File: src/rtl/mips_pkg.sv
// Shared MIPS pipeline definitions used by the MEM stage.
// Contents: control-bus bit indices, IC_send destination field bounds,
// the memory-access FSM state encoding, and an alignment helper.
package mips_pkg;

  // ctrl bus: [4]MemRead [3]MemWrite [2]Branch [1]RegWrite [0]MemtoReg
  localparam int unsigned CTRL_W        = 5;
  localparam int unsigned CTRL_MEMREAD  = 4;
  localparam int unsigned CTRL_MEMWRITE = 3;
  localparam int unsigned CTRL_BRANCH   = 2;
  localparam int unsigned CTRL_REGWRITE = 1;
  localparam int unsigned CTRL_MEMTOREG = 0;

  // IC_send_ex_op: destination register lives in the low field
  localparam int unsigned IC_W     = 10;
  localparam int unsigned DEST_LSB = 0;
  localparam int unsigned DEST_MSB = 4;
  localparam int unsigned REG_W    = DEST_MSB - DEST_LSB + 1;

  typedef enum logic [1:0] {
    IDLE = 2'd0,
    REQ  = 2'd1,
    WAIT = 2'd2,
    DONE = 2'd3
  } mem_state_e;

  function automatic logic word_aligned(input logic [1:0] lsb);
    return (lsb == 2'b00);
  endfunction

endpackage

File: src/rtl/memory_access_stage_if.sv
// Data-memory req/gnt/rvalid port.
// master: the MEM stage (drives req/we/addr/wdata, receives gnt/rvalid/rdata)
// slave : the data memory or its bus adapter
interface memory_access_stage_if #(
  parameter int unsigned DATA_W = 32
);
  logic              dmem_req;
  logic              dmem_we;
  logic [DATA_W-1:0] dmem_addr;
  logic [DATA_W-1:0] dmem_wdata;
  logic              dmem_gnt;
  logic              dmem_rvalid;
  logic [DATA_W-1:0] dmem_rdata;

  modport master (
    output dmem_req, dmem_we, dmem_addr, dmem_wdata,
    input  dmem_gnt, dmem_rvalid, dmem_rdata
  );

  modport slave (
    input  dmem_req, dmem_we, dmem_addr, dmem_wdata,
    output dmem_gnt, dmem_rvalid, dmem_rdata
  );
endinterface

File: src/rtl/mem_access_fsm.sv
// Memory-access controller for the MEM stage: FSM, timeout counter and
// data-memory handshake.
// Ports:
//   clk, rst_n        clock, asynchronous active-low reset
//   i_valid           EX/MEM holds a valid instruction
//   i_memread/write   control bits of that instruction
//   i_addr, i_wdata   access address and store data (from EX/MEM)
//   o_stall           freeze upstream stages
//   o_done            access finished this cycle, MEM/WB may load
//   o_misalign        current instruction is a misaligned access (IDLE only)
//   o_rdata           captured load data (0 after timeout)
//   o_misalign_err    sticky misalignment flag
//   o_bus_err         sticky timeout flag
//   dmem              data-memory port (master)
module mem_access_fsm
  import mips_pkg::*;
#(
  parameter int unsigned DATA_W  = 32,
  parameter int unsigned TIMEOUT = 64
) (
  input  logic                   clk,
  input  logic                   rst_n,
  input  logic                   i_valid,
  input  logic                   i_memread,
  input  logic                   i_memwrite,
  input  logic [DATA_W-1:0]      i_addr,
  input  logic [DATA_W-1:0]      i_wdata,
  output logic                   o_stall,
  output logic                   o_done,
  output logic                   o_misalign,
  output logic [DATA_W-1:0]      o_rdata,
  output logic                   o_misalign_err,
  output logic                   o_bus_err,
  memory_access_stage_if.master  dmem
);

  localparam int unsigned TW = (TIMEOUT > 1) ? $clog2(TIMEOUT) : 1;
  localparam logic [TW-1:0] TMAX = TW'(TIMEOUT - 1);

  mem_state_e        r_state;
  mem_state_e        w_next;
  logic [TW-1:0]     r_timer;
  logic [DATA_W-1:0] r_rdata;
  logic              r_misalign_err;
  logic              r_bus_err;

  logic w_mem;
  logic w_aligned;
  logic w_start;
  logic w_timeout;
  logic w_is_load;

  assign w_mem     = i_valid & (i_memread | i_memwrite);
  assign w_aligned = word_aligned(i_addr[1:0]);
  assign w_start   = w_mem & w_aligned;
  assign w_timeout = (r_timer == TMAX);
  // MemWrite wins if both control bits are set
  assign w_is_load = ~i_memwrite;

  // State register
  always_ff @(posedge clk or negedge rst_n) begin
    if (!rst_n) r_state <= IDLE;
    else        r_state <= w_next;
  end

  // Next-state logic
  always_comb begin
    w_next = r_state;
    unique case (r_state)
      IDLE: if (w_start) w_next = REQ;
      REQ: begin
        // gnt+rvalid together on a load completes without visiting WAIT
        if (dmem.dmem_gnt)
          w_next = (!w_is_load || dmem.dmem_rvalid) ? DONE : WAIT;
        else if (w_timeout)
          w_next = DONE;
      end
      WAIT: if (dmem.dmem_rvalid || w_timeout) w_next = DONE;
      DONE: w_next = IDLE;
      default: w_next = IDLE;
    endcase
  end

  // Output logic; bus fields are zero outside REQ so the port is quiet when idle
  always_comb begin
    o_stall         = 1'b0;
    o_done          = 1'b0;
    o_misalign      = 1'b0;
    dmem.dmem_req   = 1'b0;
    dmem.dmem_we    = 1'b0;
    dmem.dmem_addr  = '0;
    dmem.dmem_wdata = '0;
    unique case (r_state)
      IDLE: begin
        o_stall    = w_start;
        o_misalign = w_mem & ~w_aligned;
      end
      REQ: begin
        o_stall         = 1'b1;
        dmem.dmem_req   = 1'b1;
        dmem.dmem_we    = i_memwrite;
        dmem.dmem_addr  = {i_addr[DATA_W-1:2], 2'b00};
        dmem.dmem_wdata = i_wdata;
      end
      WAIT: o_stall = 1'b1;
      DONE: o_done  = 1'b1;
      default: ;
    endcase
  end

  // Timer, load-data capture and sticky errors
  always_ff @(posedge clk or negedge rst_n) begin
    if (!rst_n) begin
      r_timer        <= '0;
      r_rdata        <= '0;
      r_misalign_err <= 1'b0;
      r_bus_err      <= 1'b0;
    end else begin
      unique case (r_state)
        IDLE: begin
          r_timer <= '0;
          if (w_start) r_rdata <= '0;
          if (w_mem && !w_aligned) r_misalign_err <= 1'b1;
        end
        REQ: begin
          if (dmem.dmem_gnt) begin
            r_timer <= '0;
            if (w_is_load && dmem.dmem_rvalid) r_rdata <= dmem.dmem_rdata;
          end else if (w_timeout) begin
            r_bus_err <= 1'b1;
            r_rdata   <= '0;
          end else begin
            r_timer <= r_timer + TW'(1);
          end
        end
        WAIT: begin
          if (dmem.dmem_rvalid) begin
            r_rdata <= dmem.dmem_rdata;
          end else if (w_timeout) begin
            r_bus_err <= 1'b1;
            r_rdata   <= '0;
          end else begin
            r_timer <= r_timer + TW'(1);
          end
        end
        default: r_timer <= '0;
      endcase
    end
  end

  assign o_rdata        = r_rdata;
  assign o_misalign_err = r_misalign_err;
  assign o_bus_err      = r_bus_err;

endmodule

File: src/rtl/memory_access_stage.sv
// MEM stage of the 5-stage MIPS pipeline.
// Holds the EX/MEM and MEM/WB registers, runs loads/stores through
// mem_access_fsm over the dmem interface and stalls upstream while an
// access is outstanding.
// Ports:
//   clk, rst_n                          clock, asynchronous active-low reset
//   alu_result_in, mem_data_in,
//   ic_send_in, zero_in, ctrl_in,
//   ex_valid                            EX-stage outputs
//   stall_mem                           freeze IF..EX
//   mem_forward_data, mem_dest,
//   mem_regwrite                        forwarding info of the instr in MEM
//   pc_src                              branch taken (Branch & Zero & valid)
//   dmem                                data-memory port (master modport)
//   wb_valid, wb_data, wb_dest,
//   wb_regwrite                         MEM/WB register
//   misalign_err, bus_err               sticky error flags
module memory_access_stage
  import mips_pkg::*;
#(
  parameter int unsigned DATA_W  = 32,
  parameter int unsigned TIMEOUT = 64
) (
  input  logic                  clk,
  input  logic                  rst_n,
  input  logic [DATA_W-1:0]     alu_result_in,
  input  logic [DATA_W-1:0]     mem_data_in,
  input  logic [IC_W-1:0]       ic_send_in,
  input  logic                  zero_in,
  input  logic [CTRL_W-1:0]     ctrl_in,
  input  logic                  ex_valid,
  output logic                  stall_mem,
  output logic [DATA_W-1:0]     mem_forward_data,
  output logic [REG_W-1:0]      mem_dest,
  output logic                  mem_regwrite,
  output logic                  pc_src,
  memory_access_stage_if.master dmem,
  output logic                  wb_valid,
  output logic [DATA_W-1:0]     wb_data,
  output logic [REG_W-1:0]      wb_dest,
  output logic                  wb_regwrite,
  output logic                  misalign_err,
  output logic                  bus_err
);

  // EX/MEM register
  logic              r_exm_valid;
  logic [DATA_W-1:0] r_exm_alu;
  logic [DATA_W-1:0] r_exm_wdata;
  logic [REG_W-1:0]  r_exm_dest;
  logic [CTRL_W-1:0] r_exm_ctrl;
  logic              r_exm_zero;

  // MEM/WB register
  logic              r_wb_valid;
  logic [DATA_W-1:0] r_wb_data;
  logic [REG_W-1:0]  r_wb_dest;
  logic              r_wb_regwrite;

  logic              w_stall;
  logic              w_done;
  logic              w_misalign;
  logic [DATA_W-1:0] w_rdata;
  logic              w_unused_ic;

  // Upper IC_send bits belong to later stages
  assign w_unused_ic = ^ic_send_in[IC_W-1:DEST_MSB+1];

  always_ff @(posedge clk or negedge rst_n) begin
    if (!rst_n) begin
      r_exm_valid <= 1'b0;
      r_exm_alu   <= '0;
      r_exm_wdata <= '0;
      r_exm_dest  <= '0;
      r_exm_ctrl  <= '0;
      r_exm_zero  <= 1'b0;
    end else if (!w_stall) begin
      r_exm_valid <= ex_valid;
      if (ex_valid) begin
        r_exm_alu   <= alu_result_in;
        r_exm_wdata <= mem_data_in;
        r_exm_dest  <= ic_send_in[DEST_MSB:DEST_LSB];
        r_exm_ctrl  <= ctrl_in;
        r_exm_zero  <= zero_in;
      end else begin
        r_exm_alu   <= '0;
        r_exm_wdata <= '0;
        r_exm_dest  <= '0;
        r_exm_ctrl  <= '0;
        r_exm_zero  <= 1'b0;
      end
    end
  end

  mem_access_fsm #(
    .DATA_W  (DATA_W),
    .TIMEOUT (TIMEOUT)
  ) u_fsm (
    .clk            (clk),
    .rst_n          (rst_n),
    .i_valid        (r_exm_valid),
    .i_memread      (r_exm_ctrl[CTRL_MEMREAD]),
    .i_memwrite     (r_exm_ctrl[CTRL_MEMWRITE]),
    .i_addr         (r_exm_alu),
    .i_wdata        (r_exm_wdata),
    .o_stall        (w_stall),
    .o_done         (w_done),
    .o_misalign     (w_misalign),
    .o_rdata        (w_rdata),
    .o_misalign_err (misalign_err),
    .o_bus_err      (bus_err),
    .dmem           (dmem)
  );

  // A finished access retires with its data; a stall or a misaligned access
  // retires a bubble; otherwise the instruction passes through in one cycle.
  always_ff @(posedge clk or negedge rst_n) begin
    if (!rst_n) begin
      r_wb_valid    <= 1'b0;
      r_wb_data     <= '0;
      r_wb_dest     <= '0;
      r_wb_regwrite <= 1'b0;
    end else if (w_done) begin
      r_wb_valid    <= r_exm_valid;
      r_wb_data     <= r_exm_ctrl[CTRL_MEMTOREG] ? w_rdata : r_exm_alu;
      r_wb_dest     <= r_exm_dest;
      r_wb_regwrite <= r_exm_valid & r_exm_ctrl[CTRL_REGWRITE];
    end else if (w_stall || !r_exm_valid || w_misalign) begin
      r_wb_valid    <= 1'b0;
      r_wb_data     <= '0;
      r_wb_dest     <= '0;
      r_wb_regwrite <= 1'b0;
    end else begin
      r_wb_valid    <= 1'b1;
      r_wb_data     <= r_exm_alu;
      r_wb_dest     <= r_exm_dest;
      r_wb_regwrite <= r_exm_ctrl[CTRL_REGWRITE];
    end
  end

  assign stall_mem        = w_stall;
  assign mem_forward_data = r_exm_alu;
  assign mem_dest         = r_exm_dest;
  // A misaligned access never writes back, so it must not be forwarded either
  assign mem_regwrite     = r_exm_valid & r_exm_ctrl[CTRL_REGWRITE] & ~w_misalign;
  assign pc_src           = r_exm_valid & r_exm_ctrl[CTRL_BRANCH] & r_exm_zero;

  assign wb_valid    = r_wb_valid;
  assign wb_data     = r_wb_data;
  assign wb_dest     = r_wb_dest;
  assign wb_regwrite = r_wb_regwrite;

endmodule

File: src/flat_wrapper.sv
// flat-port wrapper written by rule: the top's interface ports become plain ports
module memory_access_stage_flat import mips_pkg::*;
#(
  parameter int unsigned DATA_W  = 32,
  parameter int unsigned TIMEOUT = 64
)
  (clk, rst_n, alu_result_in, mem_data_in, ic_send_in, zero_in, ctrl_in, ex_valid, stall_mem, mem_forward_data, mem_dest, mem_regwrite, pc_src, wb_valid, wb_data, wb_dest, wb_regwrite, misalign_err, bus_err, dmem_dmem_req, dmem_dmem_we, dmem_dmem_addr, dmem_dmem_wdata, dmem_dmem_gnt, dmem_dmem_rvalid, dmem_dmem_rdata);
  memory_access_stage_if #(.DATA_W(DATA_W)) dmem_i ();
  input  logic clk;
  input  logic rst_n;
  input  logic [DATA_W-1:0] alu_result_in;
  input  logic [DATA_W-1:0] mem_data_in;
  input  logic [IC_W-1:0] ic_send_in;
  input  logic zero_in;
  input  logic [CTRL_W-1:0] ctrl_in;
  input  logic ex_valid;
  output logic stall_mem;
  output logic [DATA_W-1:0] mem_forward_data;
  output logic [REG_W-1:0] mem_dest;
  output logic mem_regwrite;
  output logic pc_src;
  output logic wb_valid;
  output logic [DATA_W-1:0] wb_data;
  output logic [REG_W-1:0] wb_dest;
  output logic wb_regwrite;
  output logic misalign_err;
  output logic bus_err;
  output wire logic [$bits(dmem_i.dmem_req)-1:0] dmem_dmem_req;
  output wire logic [$bits(dmem_i.dmem_we)-1:0] dmem_dmem_we;
  output wire logic [$bits(dmem_i.dmem_addr)-1:0] dmem_dmem_addr;
  output wire logic [$bits(dmem_i.dmem_wdata)-1:0] dmem_dmem_wdata;
  input wire logic [$bits(dmem_i.dmem_gnt)-1:0] dmem_dmem_gnt;
  input wire logic [$bits(dmem_i.dmem_rvalid)-1:0] dmem_dmem_rvalid;
  input wire logic [$bits(dmem_i.dmem_rdata)-1:0] dmem_dmem_rdata;
  assign dmem_dmem_req = dmem_i.dmem_req;
  assign dmem_dmem_we = dmem_i.dmem_we;
  assign dmem_dmem_addr = dmem_i.dmem_addr;
  assign dmem_dmem_wdata = dmem_i.dmem_wdata;
  assign dmem_i.dmem_gnt = dmem_dmem_gnt;
  assign dmem_i.dmem_rvalid = dmem_dmem_rvalid;
  assign dmem_i.dmem_rdata = dmem_dmem_rdata;
  memory_access_stage #(.DATA_W(DATA_W), .TIMEOUT(TIMEOUT)) u_core (.clk(clk), .rst_n(rst_n), .alu_result_in(alu_result_in), .mem_data_in(mem_data_in), .ic_send_in(ic_send_in), .zero_in(zero_in), .ctrl_in(ctrl_in), .ex_valid(ex_valid), .stall_mem(stall_mem), .mem_forward_data(mem_forward_data), .mem_dest(mem_dest), .mem_regwrite(mem_regwrite), .pc_src(pc_src), .dmem(dmem_i), .wb_valid(wb_valid), .wb_data(wb_data), .wb_dest(wb_dest), .wb_regwrite(wb_regwrite), .misalign_err(misalign_err), .bus_err(bus_err));
endmodule
File: config.mk
export PLATFORM = sky130hd
export DESIGN_NAME = memory_access_stage_flat
export DESIGN_NICKNAME = d
export VERILOG_FILES = /design/src/rtl/mips_pkg.sv /design/src/rtl/memory_access_stage_if.sv /design/src/rtl/mem_access_fsm.sv /design/src/rtl/memory_access_stage.sv /design/src/flat_wrapper.sv
export SDC_FILE = /design/constraint.sdc
export NUM_CORES = 1
export LEC_CHECK = 0
export BUFFER_PORTS_ARGS = -buffer_cell sky130_fd_sc_hd__buf_4
export CORE_MARGIN = 2
export CORE_UTILIZATION = 45
export DETAILED_ROUTE_END_ITERATION = 8
export PLACE_DENSITY = 0.83
export SETUP_SLACK_MARGIN = 0.5
export SYNTH_ARGS = -nofsm -noshare
export SYNTH_HDL_FRONTEND = slang
export SYNTH_SLANG_ARGS = --single-unit
File: constraint.sdc
create_clock -name clk -period 4.13 [get_ports clk]
set_input_delay 0.413 -clock clk [delete_from_list [all_inputs] [get_ports clk]]
set_output_delay 0.413 -clock clk [all_outputs]
set_load 0.05 [all_outputs]
==> metrics.md <==
| Metric | Value |
|---|---|
| RSZ-0062 raised after global routing | no |
| Worst VDD drop | 457 uV |
| Post-synthesis xor/xnor area fraction | 0 |
| Die Y | between 100 and 150 um |
| Worst Path Required | approximately 3.7 ns |
| Worst-path clk slew | around 0.060 ns |
| Mean post-synth cell area | 10.5 sq um |
| Worst-path fanout max | 38 |
| Path type of the worst setup path | reg -> out |
| Status | finished, violations left |
| Fill cells | 1,317 |
| Netlist cell types | 42 |
| Row count | 46 |
| Worst min-delay path class | in -> async |
| Cts bufs inserted | 17 |
| Initial antenna violation count | 0 |
| First-pass GRT wire length | approximately 29,000 um |
| Mapped Area | between 7000 and 8000 sq um |
| DP Wirelength | between 10,000 and 15,000 um |
| Top FF cell, synth | dfrtp_1 |
| # Post-CTS Setup Buffers | 0 |
| Final setup TNS | 0 ns |
| Drt drc | 0 |
| Worst Tran Pin Value | approximately 1 ns |
| Clock Latency Late Sink | around 0.42 ns |
| WL final | 18,900 um |
| FMAX | 354 MHz |
| Die width | around 130 um |
| Routed WL per cell | about 16 um |
| Start of the worst register-to-register path | u_core.u_fsm.r_state[0]$_DFFE_PN0P_ |
| Period utilization | 0.685 |
| R2r setup slk | ~1.4 ns |
| Post-route ant nets | 0 |
| Post-Synth Adder-Cell Area | 0.0104 |
| Share of cells above drive strength 1 | 0.326 |
| I/O pins | around 260 |
| CTS tree | done |
| Crit path DAT | around 2.4 ns |
| Post-cts repair resize count | 0 |
| Commonest cells after routing, fill and taps aside | buf_4 (261), dfrtp_1 (156), nand2_1 (108) |
| Hold_ws | -0.00587 ns |
| Area added between synthesis and finish | 37.0% |
| All-Layer GR Usage | 0.219 |
| Ant diodes | 0 |
| CP Capture Type | primary output |
| Synth Area in Compound Gates | 0.134 |
| Clk root buf | clkbuf_16 |
| Crit path time final | between 2 and 3 ns |
| Crit Reg-Reg Endpoint | u_core.mem_forward_data[9]$_DFFE_PN0N_ |
| GR Overflow Total | 0 |
| Lkg Pwr | between 5 and 6 nW |
| Largest net degree at the start of global routing | slightly below 90 |
| Synth Warn # | 0 |
| Largest family of logic cells by synthesized area | compound AO/OA/AOI/OAI gates |
| First drt pass iteration count | 4 |
| Pwr dens | ~950 nW/um^2 |
| Final count of pins violating max slew | 0 |
| Failing checks | negative hold slack |
| Via count | 5,881 |
| Worst Skew | approximately 0.0094 ns |
| Worst slew margin | 0.328 |
| Synth Instances | between 600 and 700 |
| Final Hold Vio Count | 3 |
| Port Buf Inserts | 256 |
| Final #Nets | 1,053 |
| Clock sinks | roughly 160 |
| Fraction of registers with async set or reset after synthesis | 1.00 |
| Core footprint | about 16,000 sq um |
| Vias per cell | just over 5 |
| Hold-fix buffers at CTS | 0 |
| Startpoint types | flop |
| Setup Viol. Count Final | 0 |
| R2R depth | 7 |
| Die footprint | roughly 17,000 sq um |
| Commonest non-fill, non-tap cell in the layout | buf_4 |
| Maximum root-to-sink buffer count | 2 |
| Simple-gate share of the synthesized area | 0.133 |
| H-tree depth | 4 |
| Max-cap violation count | 0 |
| GPL Wtd Cong | around 0.84 |
| Post-synth EDFFs | 0 |
| Initial Utilization | 0.458 |
| Mux cell area share after synthesis | 0.105 |
| Register area share after synthesis | 0.542 |
| Final Util | 0.628 |
| Yosys reg bits | around 160 |
| Vias in the first global route | ~5.8k |
| Number of DRC markers in iteration 0 | 312 |
-- logic make-up after synthesis --
kind of cell               count (synthesis)
AOI/OAI and AO/OA                        130
adders and majority gates                  6
buffers and inverters                    123
DFF                                      157
muxes                                     76
other                                      1
and+or+nand+nor                          199
-- how the worst max path moves through the flow --
stage,from,to,depth (start not counted)
global placement,u_core.u_fsm.r_state[1]$_DFFE_PN0P_,u_core.u_fsm.o_rdata[26]$_DFFE_PN0P_,6
floorplan,u_core.u_fsm.r_state[1]$_DFFE_PN0P_,dmem_dmem_addr[12],5
detailed placement,u_core.u_fsm.r_state[1]$_DFFE_PN0P_,u_core.u_fsm.o_rdata[16]$_DFFE_PN0P_,6
CTS,u_core.u_fsm.r_state[1]$_DFFE_PN0P_,dmem_dmem_addr[31],5
global route,u_core.u_fsm.r_state[1]$_DFFE_PN0P_,dmem_dmem_addr[29],5
finish,u_core.u_fsm.r_state[1]$_DFFE_PN0P_,dmem_dmem_addr[27],5
-- Yosys cell counts, types with 2 or more instances --
library cell / n / area share
nand2_1: 108 / 0.056
nand3_1: 3 / 0.0021
mux2_2: 2 / 0.0031
o21ai_0: 37 / 0.026
a32o_1: 2 / 0.0028
mux2i_1: 74 / 0.10
a22oi_1: 2 / 0.0021
nor2_1: 11 / 0.0057
inv_1: 77 / 0.040
a22o_1: 63 / 0.076
nand3b_1: 3 / 0.0031
and2_1: 64 / 0.055
buf_2: 4 / 0.0028
a21oi_1: 8 / 0.0055
buf_6: 9 / 0.014
ha_1: 6 / 0.010
nand2b_1: 3 / 0.0026
a21o_1: 3 / 0.0031
clkbuf_1: 29 / 0.015
a31oi_1: 3 / 0.0026
buf_4: 3 / 0.0031
o31ai_1: 2 / 0.0021
dfrtp_1: 157 / 0.54
-- stage by stage --
step | hold WS (ns) | power [mW] | instances | setup slack, ns | instance area [sq um]
4_1_cts | 0.0199 | 9.51 | 1159 | 1.27 | 9930
2_1_floorplan | 0.117 | 6.38 | 693 | 1.73 | 7250
5_1_grt | 0.0233 | 9.95 | 1159 | 1.12 | 9930
3_5_place_dp | 0.456 | 7.83 | 1127 | 1.42 | 9300
6_report | -0.00587 | 9.44 | 1159 | 1.30 | 9930
3_3_place_gp | 0.441 | 7.72 | 1127 | 1.46 | 9300
-- sequential cells by signal, summed over array words and instances, names as in the netlist, 5 cells and up --
| signal | cells |
|---|---|
| u_core.mem_forward_data | 32 |
| u_core.wb_data | 32 |
| u_core.u_fsm.o_rdata | 32 |
| u_core.r_exm_wdata | 32 |
| u_core.u_fsm.r_timer | 6 |
| u_core.mem_dest | 5 |
| u_core.wb_dest | 5 |
| u_core.r_exm_ctrl | 5 |
-- report_power, final --
group          switching, mW  internal, mW  leakage, nW
Clock                  0.638          1.03        0.302
Combinational           3.42          1.72         2.75
Sequential             0.447          2.18         2.08
-- critical path, stage by stage, from the launching register on --
cell	delay (ns)
dfrtp_1	0.42
inv_1	0.14
ha_2	0.61
buf_4	0.43
and2_1	0.19
buf_4	0.20
-- cell type report --
cell class | count | area (sq um) | share of cell area
multi-input combinational | 413 | 2800 | 0.282
clock inverter | 14 | 193 | 0.0194
tap | 216 | 270 | 0.0272
sequential | 157 | 3930 | 0.396
inverter | 77 | 289 | 0.0291
clock buffer | 18 | 439 | 0.0442
timing repair buffer | 264 | 2010 | 0.202
-- routing by layer --
metal | track usage | up-vias | wire, um
li1 | - | 2769 | -
met5 | 0 | - | 0
met3 | 0.0550 | 32 | 1140
met1 | 0.269 | 2868 | 7810
met4 | 0.0814 | 0 | 469
met2 | 0.375 | 212 | 9440
(Power assumes the default switching activity.)
